<file path="src/rtl/present_pkg.sv">
// Shared PRESENT cipher definitions: S-box tables and the substitution-layer
// state encoding. Also used by the inverse-S-box table and the cipher datapath.
package present_pkg;

    // Forward PRESENT S-box, indexed by input nibble 0..F
    localparam logic [3:0] PRESENT_SBOX [16] = '{
        4'hC, 4'h5, 4'h6, 4'hB, 4'h9, 4'h0, 4'hA, 4'hD,
        4'h3, 4'hE, 4'hF, 4'h8, 4'h4, 4'h7, 4'h1, 4'h2
    };

    // Inverse PRESENT S-box, indexed by input nibble 0..F
    localparam logic [3:0] PRESENT_INV_SBOX [16] = '{
        4'h5, 4'hE, 4'hF, 4'h8, 4'hC, 4'h1, 4'h2, 4'hD,
        4'hB, 4'h4, 4'h6, 4'h3, 4'h0, 4'h7, 4'h9, 4'hA
    };

    typedef enum logic [1:0] {
        ST_IDLE = 2'd0,
        ST_RUN  = 2'd1,
        ST_DONE = 2'd2
    } layer_state_e;

    // Single-nibble substitution in either direction
    function automatic logic [3:0] sbox_lookup(input logic [3:0] nib, input logic inv);
        return inv ? PRESENT_INV_SBOX[nib] : PRESENT_SBOX[nib];
    endfunction

endpackage

</file>
<file path="src/rtl/present_sbox_lane.sv">
// One combinational substitution lane: a nibble through the forward or
// inverse PRESENT S-box.
module present_sbox_lane
    import present_pkg::*;
(
    input  logic [3:0] nibble,
    input  logic       inv,
    output logic [3:0] result
);

    // Table lookup selected by direction
    always_comb begin
        result = sbox_lookup(nibble, inv);
    end

endmodule

</file>
<file path="src/rtl/present_sbox_layer.sv">
// Multi-cycle PRESENT substitution layer. A block is latched on accept, then
// LANES nibbles per cycle are substituted in place until the whole state is
// done; the result is held in DONE until the consumer takes it.
module present_sbox_layer
    import present_pkg::*;
#(
    parameter int unsigned STATE_W = 64,
    parameter int unsigned LANES   = 4
) (
    input  logic               clk,
    input  logic               rst_n,
    input  logic               in_valid,
    output logic               in_ready,
    input  logic [STATE_W-1:0] in_data,
    input  logic               in_inv,
    output logic               out_valid,
    input  logic               out_ready,
    output logic [STATE_W-1:0] out_data,
    output logic               busy
);

    localparam int unsigned NIB       = STATE_W / 4;
    localparam int unsigned STEPS     = NIB / LANES;
    localparam int unsigned IDX_W     = (STEPS > 1) ? $clog2(STEPS) : 1;
    localparam int unsigned LANE_BITS = 4 * LANES;
    localparam logic [IDX_W-1:0] LAST_IDX = IDX_W'(STEPS - 1);

    generate
        if ((STATE_W == 0) || ((STATE_W % 4) != 0)) begin : g_bad_state_w
            $error("present_sbox_layer: STATE_W must be a non-zero multiple of 4");
        end
        if ((LANES == 0) || ((NIB % LANES) != 0)) begin : g_bad_lanes
            $error("present_sbox_layer: LANES must divide STATE_W/4");
        end
    endgenerate

    layer_state_e           state;
    logic [STATE_W-1:0]     data_q;
    logic [STATE_W-1:0]     data_next;
    logic                   mode_q;
    logic [IDX_W-1:0]       idx_q;
    logic                   valid_q;
    logic                   busy_q;
    logic [31:0]            base;
    logic [LANE_BITS-1:0]   window;
    logic [LANE_BITS-1:0]   window_sub;
    logic                   accept;
    logic                   last_step;

    assign in_ready  = (state == ST_IDLE) || ((state == ST_DONE) && out_ready);
    assign accept    = in_valid && in_ready;
    assign last_step = (idx_q == LAST_IDX);
    assign out_valid = valid_q;
    assign out_data  = data_q;
    assign busy      = busy_q;

    // Select the group of nibbles handled in the current step
    always_comb begin
        base   = 32'(idx_q) * 32'(LANE_BITS);
        window = data_q[base +: LANE_BITS];
    end

    for (genvar j = 0; j < LANES; j++) begin : g_lane
        present_sbox_lane u_lane (
            .nibble (window[4*j +: 4]),
            .inv    (mode_q),
            .result (window_sub[4*j +: 4])
        );
    end

    // Write the substituted group back into its place in the state
    always_comb begin
        data_next = data_q;
        data_next[base +: LANE_BITS] = window_sub;
    end

    // Control FSM with registered status outputs
    always_ff @(posedge clk) begin
        if (!rst_n) begin
            state   <= ST_IDLE;
            data_q  <= '0;
            mode_q  <= 1'b0;
            idx_q   <= '0;
            valid_q <= 1'b0;
            busy_q  <= 1'b0;
        end else begin
            unique case (state)
                ST_IDLE: begin
                end
                ST_RUN: begin
                    data_q <= data_next;
                    if (last_step) begin
                        idx_q   <= '0;
                        state   <= ST_DONE;
                        valid_q <= 1'b1;
                    end else begin
                        idx_q <= idx_q + 1'b1;
                    end
                end
                ST_DONE: begin
                    if (out_ready) begin
                        state   <= ST_IDLE;
                        valid_q <= 1'b0;
                        busy_q  <= 1'b0;
                    end
                end
                default: begin
                    state   <= ST_IDLE;
                    valid_q <= 1'b0;
                    busy_q  <= 1'b0;
                end
            endcase
            // Accept from IDLE or from DONE overrides the case assignments above
            if (accept) begin
                data_q  <= in_data;
                mode_q  <= in_inv;
                idx_q   <= '0;
                state   <= ST_RUN;
                valid_q <= 1'b0;
                busy_q  <= 1'b1;
            end
        end
    end

endmodule

</file>
<file path="config.mk">
export PLATFORM = sky130hd
export DESIGN_NAME = present_sbox_layer
export DESIGN_NICKNAME = d
export VERILOG_FILES = /design/src/rtl/present_pkg.sv /design/src/rtl/present_sbox_lane.sv /design/src/rtl/present_sbox_layer.sv
export SDC_FILE = /design/constraint.sdc
export NUM_CORES = 1
export LEC_CHECK = 0
export ABC_CLOCK_PERIOD_IN_PS = 3100
export CAP_MARGIN = 20
export CORE_MARGIN = 8
export CORE_UTILIZATION = 50
export DETAILED_ROUTE_END_ITERATION = 6
export GPL_TIMING_DRIVEN = 0
export PLACE_DENSITY_LB_ADDON = 0.08
export SLEW_MARGIN = 40
export SYNTH_ARGS = -nofsm -noshare
export SYNTH_HDL_FRONTEND = slang
export SYNTH_SLANG_ARGS = --single-unit
</file>
<file path="constraint.sdc">
create_clock -name clk -period 3.1 [get_ports clk]
set_input_delay 0.31 -clock clk [delete_from_list [all_inputs] [get_ports clk]]
set_output_delay 0.31 -clock clk [all_outputs]
set_load 0.02 [all_outputs]
</file>
Word level (Yosys, flattened, before mapping)
Memory sizes are Yosys's and may differ from the RTL's.
Index checks and enable logic that the tools add are counted.
Storage, ports and cells
  register bits after elaboration: 71
  bits in read-only memories: 512
  input bits: 69
  output and inout port bits: 67
  word-level logic and storage cells: 82
  memories: 8
Memory list
  (no name shown): words 16, width 4, rd ports 1, clocked after memory_dff 0, write ports 0, line present_pkg.sv:25  | return inv ? PRESENT_INV_SBOX[nib] : PRESENT_SBOX[nib];
  (no name shown): words 16, width 4, rd ports 1, clocked after memory_dff 0, write ports 0, line present_pkg.sv:25
  (no name shown): words 16, width 4, rd ports 1, clocked after memory_dff 0, write ports 0, line present_pkg.sv:25
  (no name shown): words 16, width 4, rd ports 1, clocked after memory_dff 0, write ports 0, line present_pkg.sv:25
  (no name shown): words 16, width 4, rd ports 1, clocked after memory_dff 0, write ports 0, line present_pkg.sv:25
  (no name shown): words 16, width 4, rd ports 1, clocked after memory_dff 0, write ports 0, line present_pkg.sv:25
  2 more memories
Operators by class
  add/sub/neg operators: 2
  magnitude comparators: 4
  equal/unequal tests: 9
  shift operators: 3
  muxes and demuxes: 33
  bitwise gates (word level): 6
  reduce and logical (&&, ||, !) cells: 10
Operators by type and width (count)
  2-to-1 mux 64 bit: 2
  2-to-1 mux 4 bit: 20
  bitwise mux 64 bit: 1
  variable shift 16 x 34 -> 64 bit, first input constant: 1
  indexed part select 16 x 34 -> 64 bit: 1
  indexed part select 64 x 7 -> 16 bit: 1
  negator 6 -> 34 bit: 1
  greater-or-equal comparator 5 bit, second input constant: 4
  NOT 4 -> 5 bit: 4
  2-to-1 mux 2 bit: 3
  != test 2 bit, second input constant: 3
  != test 3 bit, second input constant: 2
  case mux 2 bit (3 select lines): 1
  AND reduction 3 bit: 2
  == test 2 bit, second input constant: 2
  2-to-1 mux 1 bit: 4
  OR reduction 2 bit: 2
  case mux 1 bit (3 select lines): 1
  adder 2 x 1 -> 2 bit, second input constant: 1
  == test 2 x 1 -> 1 bit, second input constant: 1
  logical AND 1 bit: 2
  logical NOT 2 bit: 1
  != test 2 x 1 -> 1 bit, second input constant: 1
  NOT 1 bit: 2
  4 further kinds: 4

Logic depth before layout (Yosys ltp)
  depth in word-level cells: 10
  mapped depth: 12
  depth with buffers taken out: 8

Modules after synthesis
From an unflattened synthesis, not the netlist that was laid out.
Second synthesis, totals
  cell total of the unflattened synthesis: 717
  area total of the unflattened synthesis: 6391.1 um^2
By module, submodules not included
  present_sbox_layer: instances 1, cells each 538, area each 5019.8 um^2, sequential area each 1401.3 um^2
  present_sbox_lane (g_lane[0].u_lane ...): instances 3, cells each 45, area each 336.6 um^2, sequential area each 0.0 um^2
  present_sbox_lane (g_lane[1].u_lane): instances 1, cells each 44, area each 361.6 um^2, sequential area each 0.0 um^2

Worst setup path after synthesis
Ideal clock, no wire load.
  kind: reg-to-reg
  start point: register idx_q[0]
  end point: register data_q[22] (netlist: out_data[22])
  library setup time: 134 ps
  data arrival time: 2647 ps
  required time: 2966 ps
  slack: 319 ps
  cell stages (with the launch flop): 11
  buffers on the path: 3
  clock period less this slack: 2781 ps
  path through: dfxtp_1 buf_6 buf_6 mux4_2 inv_1 ha_1 buf_1 inv_1 mux4_2 a21boi_0 o22ai_1
Between the ends
  word-level cells in the longest chain between the ends: 10
  elaborated cells on any way between the ends: 39
  those cells by class: add/sub (1); shift (3); mux (23); bitwise (4); memory (8)
Ends and longest elaborated chain
  start: declaration: line present_sbox_layer.sv:41  | logic [IDX_W-1:0] idx_q;
  start signal: assignment: line present_sbox_layer.sv:97  | idx_q <= idx_q + 1'b1;
  indexed part select 64 x 7 -> 16 bit: line present_sbox_layer.sv:60  | window = data_q[base +: LANE_BITS];
  NOT 4 -> 5 bit (implied by the code): line present_pkg.sv:25
  memory (16 x 4 bit)
  2-to-1 mux 4 bit (implied by the code) (2 in a row): line present_pkg.sv:25
  2-to-1 mux 4 bit: line present_pkg.sv:25
  indexed part select 16 x 34 -> 64 bit: line present_sbox_layer.sv:74  | data_next[base +: LANE_BITS] = window_sub;
  bitwise mux 64 bit (*): line present_sbox_layer.sv:74
  2-to-1 mux 64 bit (*): line present_sbox_layer.sv:87  | unique case (state)
  2-to-1 mux 64 bit (*): line present_sbox_layer.sv:114  | if (accept) begin
  end signal: assignment: line present_sbox_layer.sv:91  | data_q <= data_next;
  end signal: assignment: line present_sbox_layer.sv:115  | data_q <= in_data;
  end: declaration: line present_sbox_layer.sv:38  | logic [STATE_W-1:0] data_q;
Every way passes the cells marked *; elsewhere a longest branch is shown, timed or not. The select of a mux whose other input is x is not followed.
A chain may end at the register's enable or synchronous reset.

Worst setup path in the final report
  start point: register idx_q[1]
  end point: register data_q[30] (netlist: out_data[30])
The elaborated chain is that of the path after synthesis.

==> results.txt <==
The total die area came out at approximately 0.014 mm². The post-route clock period utilization is about 99%. The flow ran to the end, and the final reports show no timing, DRC or antenna violations. The later pin in the worst-skew pair is clocked with a latency of roughly 370 ps. The number of pins with negative max-slew slack in the final report is 0. The post-detailed-placement half-perimeter wirelength is ~17 mm. The deepest clock path buffer count came out at 2. The number of violations of the max-capacitance limit came out at 0. The number of cells produced by synthesis is just under 600. The main combinational cell family by area after synthesis is compound AO/OA/AOI/OAI gates. The adder and majority gate portion of the synthesized area is around 7.6%. Setup repair after global routing left no endpoint under its margin. The number of DRC violations after detailed routing is 0. Of all nets on the critical path, the largest fanout is 10.

The post-synthesis compound-gate area fraction is 27.8%. Cell internal power was estimated by the tool at 1.85 mW. TritonCTS built the clock tree.

The worst path needs slightly above 3000 ps of the cycle, external delays included. The worst register-to-register path ends at out_data[30]$_SDFFE_PN0P_. The sequential fraction of design power came out at about a third. The longest individual stage delay on the worst path came out at around 570 ps. The worst ir drop on vdd came out at roughly 270 µV. Counting flops with an async set or reset pin after synthesis yields a share of 0%. In this run the worst hold path is classified as in -> reg. The total clock sinks came out at 70. The number of antenna violations at the first check in global routing came out at 0. The worst setup path startpoint is idx_q[1]$_SDFFE_PP0P_. The count of boundary I/O pins came out at between 100 and 150. The critical path's top delay family is buffers and inverters. The average footprint of a synthesized cell is just under 9 µm². The highest achievable clock rate is roughly 0.33 GHz.

The count of cells along the worst register-to-register path is 9. The synthesized design contains 70 register bits. The cell that appears most often on the critical path is sky130_fd_sc_hd__buf_4. The number of synthesis warnings is 0. 0 antenna diodes ended up in the layout. Hold timing on the final database bottoms out at a slack of roughly 560 ps.

Setup violations remaining at the end of the flow were counted as 0. In this run the number of cells on the critical path is 9. Once layout is done, the placed cells without fillers occupy just over 0.007 mm². The number of nets at the end of the flow is roughly 850.

The primary flip-flop cell chosen by synthesis mapping is sky130_fd_sc_hd__dfxtp_1. Of the total power, the share spent switching nets is between 40 and 50%. The capturing instance or port of the critical path is out_data[30]$_SDFFE_PN0P_. The number of nets produced by synthesis is about 700. The clock power share came out at a little under a quarter. The number of buffers created by CTS came out at 9. Ranked by total cell area, the synthesized netlist is headed by sky130_fd_sc_hd__dfxtp_1, sky130_fd_sc_hd__mux4_2, sky130_fd_sc_hd__ha_1. The utilization after layout is a little over two thirds. The top cell type's share of synthesized area is a little over a quarter.

The area of the core came out at around 0.010 mm². The count of input and output buffers is approximately 140. The synthesized netlist devotes approximately 1.5% of its cell area to XOR and XNOR gates. The horizontal die dimension came out at 119 µm. The post-detailed-placement cell area is approximately 0.007 mm². The required time at the worst-slack endpoint came out at roughly 3400 ps. The library cell with the largest summed area after synthesis is sky130_fd_sc_hd__dfxtp_1.

The leakage power figure is roughly 2.5 nW. The final wirelength came out at approximately 23 mm. The share of post-route cells with drive strength above 1 is 12.7%. The total power density per cell area came out at 431 mW/mm².

On the critical path, the stage with the largest delay is an instance of sky130_fd_sc_hd__clkbuf_1. The remaining global-route overflow is 0. The sum of negative setup slack is 0 ps. The worst-case clock skew is around 9.8 ps.

The count of vias placed by the detailed router came out at between 6,000 and 7,000. The antenna violation net count after detailed routing is 0. The transition at the pin with the smallest max-transition slack is between 800 and 900 ps.

Counting flops with a built-in enable in the synthesized netlist gives 0. The first-pass GRT wire length came out at between 30 and 40 mm. The startpoint of the worst register-to-register path is idx_q[1]$_SDFFE_PP0P_. The headroom to the max-slew limit is 42.4%.

Clock-pin slew was measured on the worst setup and hold paths at approximately 90 ps. For this block, the initial DRC count from the detailed router was around 940. The via density per instance came out at just under 7. STA classifies the critical path endpoint as a flop. The critical path is of the reg -> reg type. After detailed routing, the average wire length per cell comes to between 20 and 30 µm. The cell sitting at the root of the clock tree is a sky130_fd_sc_hd__clkbuf_8.

The global-route usage over all layers is a little under a third. The CTS H-tree depth came out at 3. The post-synthesis simple-gate area fraction came out at 14.9%. Summing the sequential cell areas from Yosys gives between 20% and 30% of the chip area. The worst path buffer plus inverter count came out at 5. The net switching power is between 1 and 1.5 mW. The total instance count after detailed placement is about 870. The maximum number of pins on one net before global-route repair came out at 14.

The via count of the first global-routing pass came out at just under 6,000. The die height is 119 µm. The area growth from synthesis to layout is 35.6%. The first-pass iteration count of the detailed router came out at 7.

Data arrives at the worst endpoint at 3360 ps. The part of the total power dissipated in combinational logic is a little over two fifths. The critical path goes through buf_4 > buf_4 > clkbuf_4 > inv_1 > ha_1 > a32oi_1 > clkbuf_1 > a22oi_1 > o22ai_1. In this run the register-to-register setup slack is ~30 ps.

The synthesized cell area is around 0.0053 mm². The kind of start point of the critical path is a flop. In this run the core area contains 37 standard-cell rows.

The final weighted congestion of routability-driven global placement is about 0.99. By count the netlist is led by sky130_fd_sc_hd__dfxtp_1, sky130_fd_sc_hd__a22oi_1, sky130_fd_sc_hd__a21oi_1. Of the post-synthesis cell area, the part taken by muxes is 15.9%.

The count of non-filler cells in the finished layout is about 890. The number of failing hold endpoints at the final stage is 0. The most common cell in the synthesized netlist is sky130_fd_sc_hd__dfxtp_1. The netlist uses 65 different library cells. For this configuration, the core starts out at a cell density of between 50% and 60%.
power by group through the flow:
stage | clock, mW | combinational, mW | sequential (mW)
after floorplan | 0 | 0.696 | 1.13
after detailed placement | 0 | 1.24 | 1.08
final | 0.700 | 1.33 | 1.06
after CTS | 0.689 | 1.28 | 1.06
after global routing | 0.726 | 1.41 | 1.07
after global placement | 0 | 1.21 | 1.08
cells in the final DEF, fill, tap and decap left out, types with 4 or more instances in the layout:
| master | netlist | layout |
|---|---|---|
| sky130_fd_sc_hd__nand3_1 | 8 | 8 |
| sky130_fd_sc_hd__nand2b_1 | 6 | 6 |
| sky130_fd_sc_hd__clkdlybuf4s50_1 | 0 | 135 |
| sky130_fd_sc_hd__dfxtp_1 | 70 | 70 |
| sky130_fd_sc_hd__o22a_1 | 4 | 4 |
| sky130_fd_sc_hd__nor3_1 | 13 | 13 |
| sky130_fd_sc_hd__mux2_2 | 10 | 10 |
| sky130_fd_sc_hd__o21ai_0 | 23 | 22 |
| sky130_fd_sc_hd__nor2b_1 | 5 | 5 |
| sky130_fd_sc_hd__o22ai_1 | 30 | 30 |
| sky130_fd_sc_hd__o21a_1 | 7 | 7 |
| sky130_fd_sc_hd__nand2_1 | 29 | 26 |
| sky130_fd_sc_hd__xnor2_1 | 8 | 8 |
| sky130_fd_sc_hd__a22o_1 | 13 | 13 |
| sky130_fd_sc_hd__mux2i_1 | 22 | 20 |
| sky130_fd_sc_hd__inv_1 | 30 | 30 |
| sky130_fd_sc_hd__nand4_1 | 11 | 11 |
| sky130_fd_sc_hd__and2_1 | 5 | 4 |
| sky130_fd_sc_hd__clkbuf_1 | 32 | 26 |
| sky130_fd_sc_hd__ha_1 | 32 | 28 |
| sky130_fd_sc_hd__o32ai_1 | 4 | 4 |
| sky130_fd_sc_hd__mux4_2 | 22 | 22 |
| sky130_fd_sc_hd__a22oi_1 | 42 | 42 |
| sky130_fd_sc_hd__and3b_1 | 4 | 4 |
| sky130_fd_sc_hd__clkbuf_8 | 0 | 10 |
| sky130_fd_sc_hd__buf_4 | 0 | 9 |
| sky130_fd_sc_hd__a222oi_1 | 10 | 10 |
| sky130_fd_sc_hd__nor2_1 | 33 | 33 |
| sky130_fd_sc_hd__o2bb2ai_1 | 4 | 4 |
| sky130_fd_sc_hd__a21oi_1 | 36 | 35 |
| sky130_fd_sc_hd__nor4b_1 | 5 | 5 |
| sky130_fd_sc_hd__a31oi_1 | 6 | 4 |
metrics by stage:
step / total power, mW / worst slack (ps)
global route: 3.20 / 1.94
CTS: 3.02 / 13.4
finish: 3.10 / 30.3
floorplan: 1.82 / 319
global placement: 2.29 / -943
detailed placement: 2.32 / -792
layout make-up:
cell class	instances	area, µm²
Clock inverter	7	50.0
Clock buffer	9	124
Multi-Input combinational cell	450	3700
Fill cell	863	3130
Sequential cell	70	1400
Tap cell	136	170
Buffer	42	225
Inverter	31	118
Timing Repair Buffer	141	1400
timing repair:
item	4_1_cts	5_1_grt
hold buffers	0	0
buffers inserted	0	5
pin swaps	0	1
endpoints found under the setup margin	64	35
cloned	0	0
resized for setup	28	12
worst min-delay path, delay by kind of cell:
kind,cells,cell delay (ps)
buffers and inverters,1,410
AND/OR/NAND/NOR,1,50
AO/OA/AOI/OAI,1,130
metal layers:
layer | up-vias | routed length (µm) | track usage [%] | part of all wire, %
li1 | 2634 | - | - | -
met1 | 2916 | 8710 | 39.2 | 38
met2 | 480 | 10300 | 48.3 | 45
met3 | 87 | 2940 | 7.46 | 13
met4 | 0 | 1130 | 17.5 | 4.9
met5 | - | 0 | 0 | 0
registers in the layout, summed over array words and instances (netlist names):
name,cells
idx_q,2
state,1
out_valid,1
mode_q,1
out_data,64
busy,1
kinds of logic (layout without fill, tap and decap cells):
family          count (synthesis)  count (layout)
compound gates                210             210
xor+xnor                        9               9
flops                          70              70
buf+inv                        76             230
fa+ha+maj                      32              32
mux                            55              55
simple gates                  144             144
worst min-delay path by stage:
| stage | startpoint | endpoint | cells past startpoint |
|---|---|---|---|
| after global routing | in_inv | mode_q$_SDFFE_PN0P_ | 3 |
| after detailed placement | out_data[11]$_SDFFE_PN0P_ | out_data[11]$_SDFFE_PN0P_ | 2 |
| after global placement | out_data[11]$_SDFFE_PN0P_ | out_data[11]$_SDFFE_PN0P_ | 2 |
| final | in_inv | mode_q$_SDFFE_PN0P_ | 3 |
| after floorplan | in_inv | mode_q$_SDFFE_PN0P_ | 2 |
| after CTS | in_inv | mode_q$_SDFFE_PN0P_ | 3 |
Note: power is estimated with default switching activity, not from simulation.
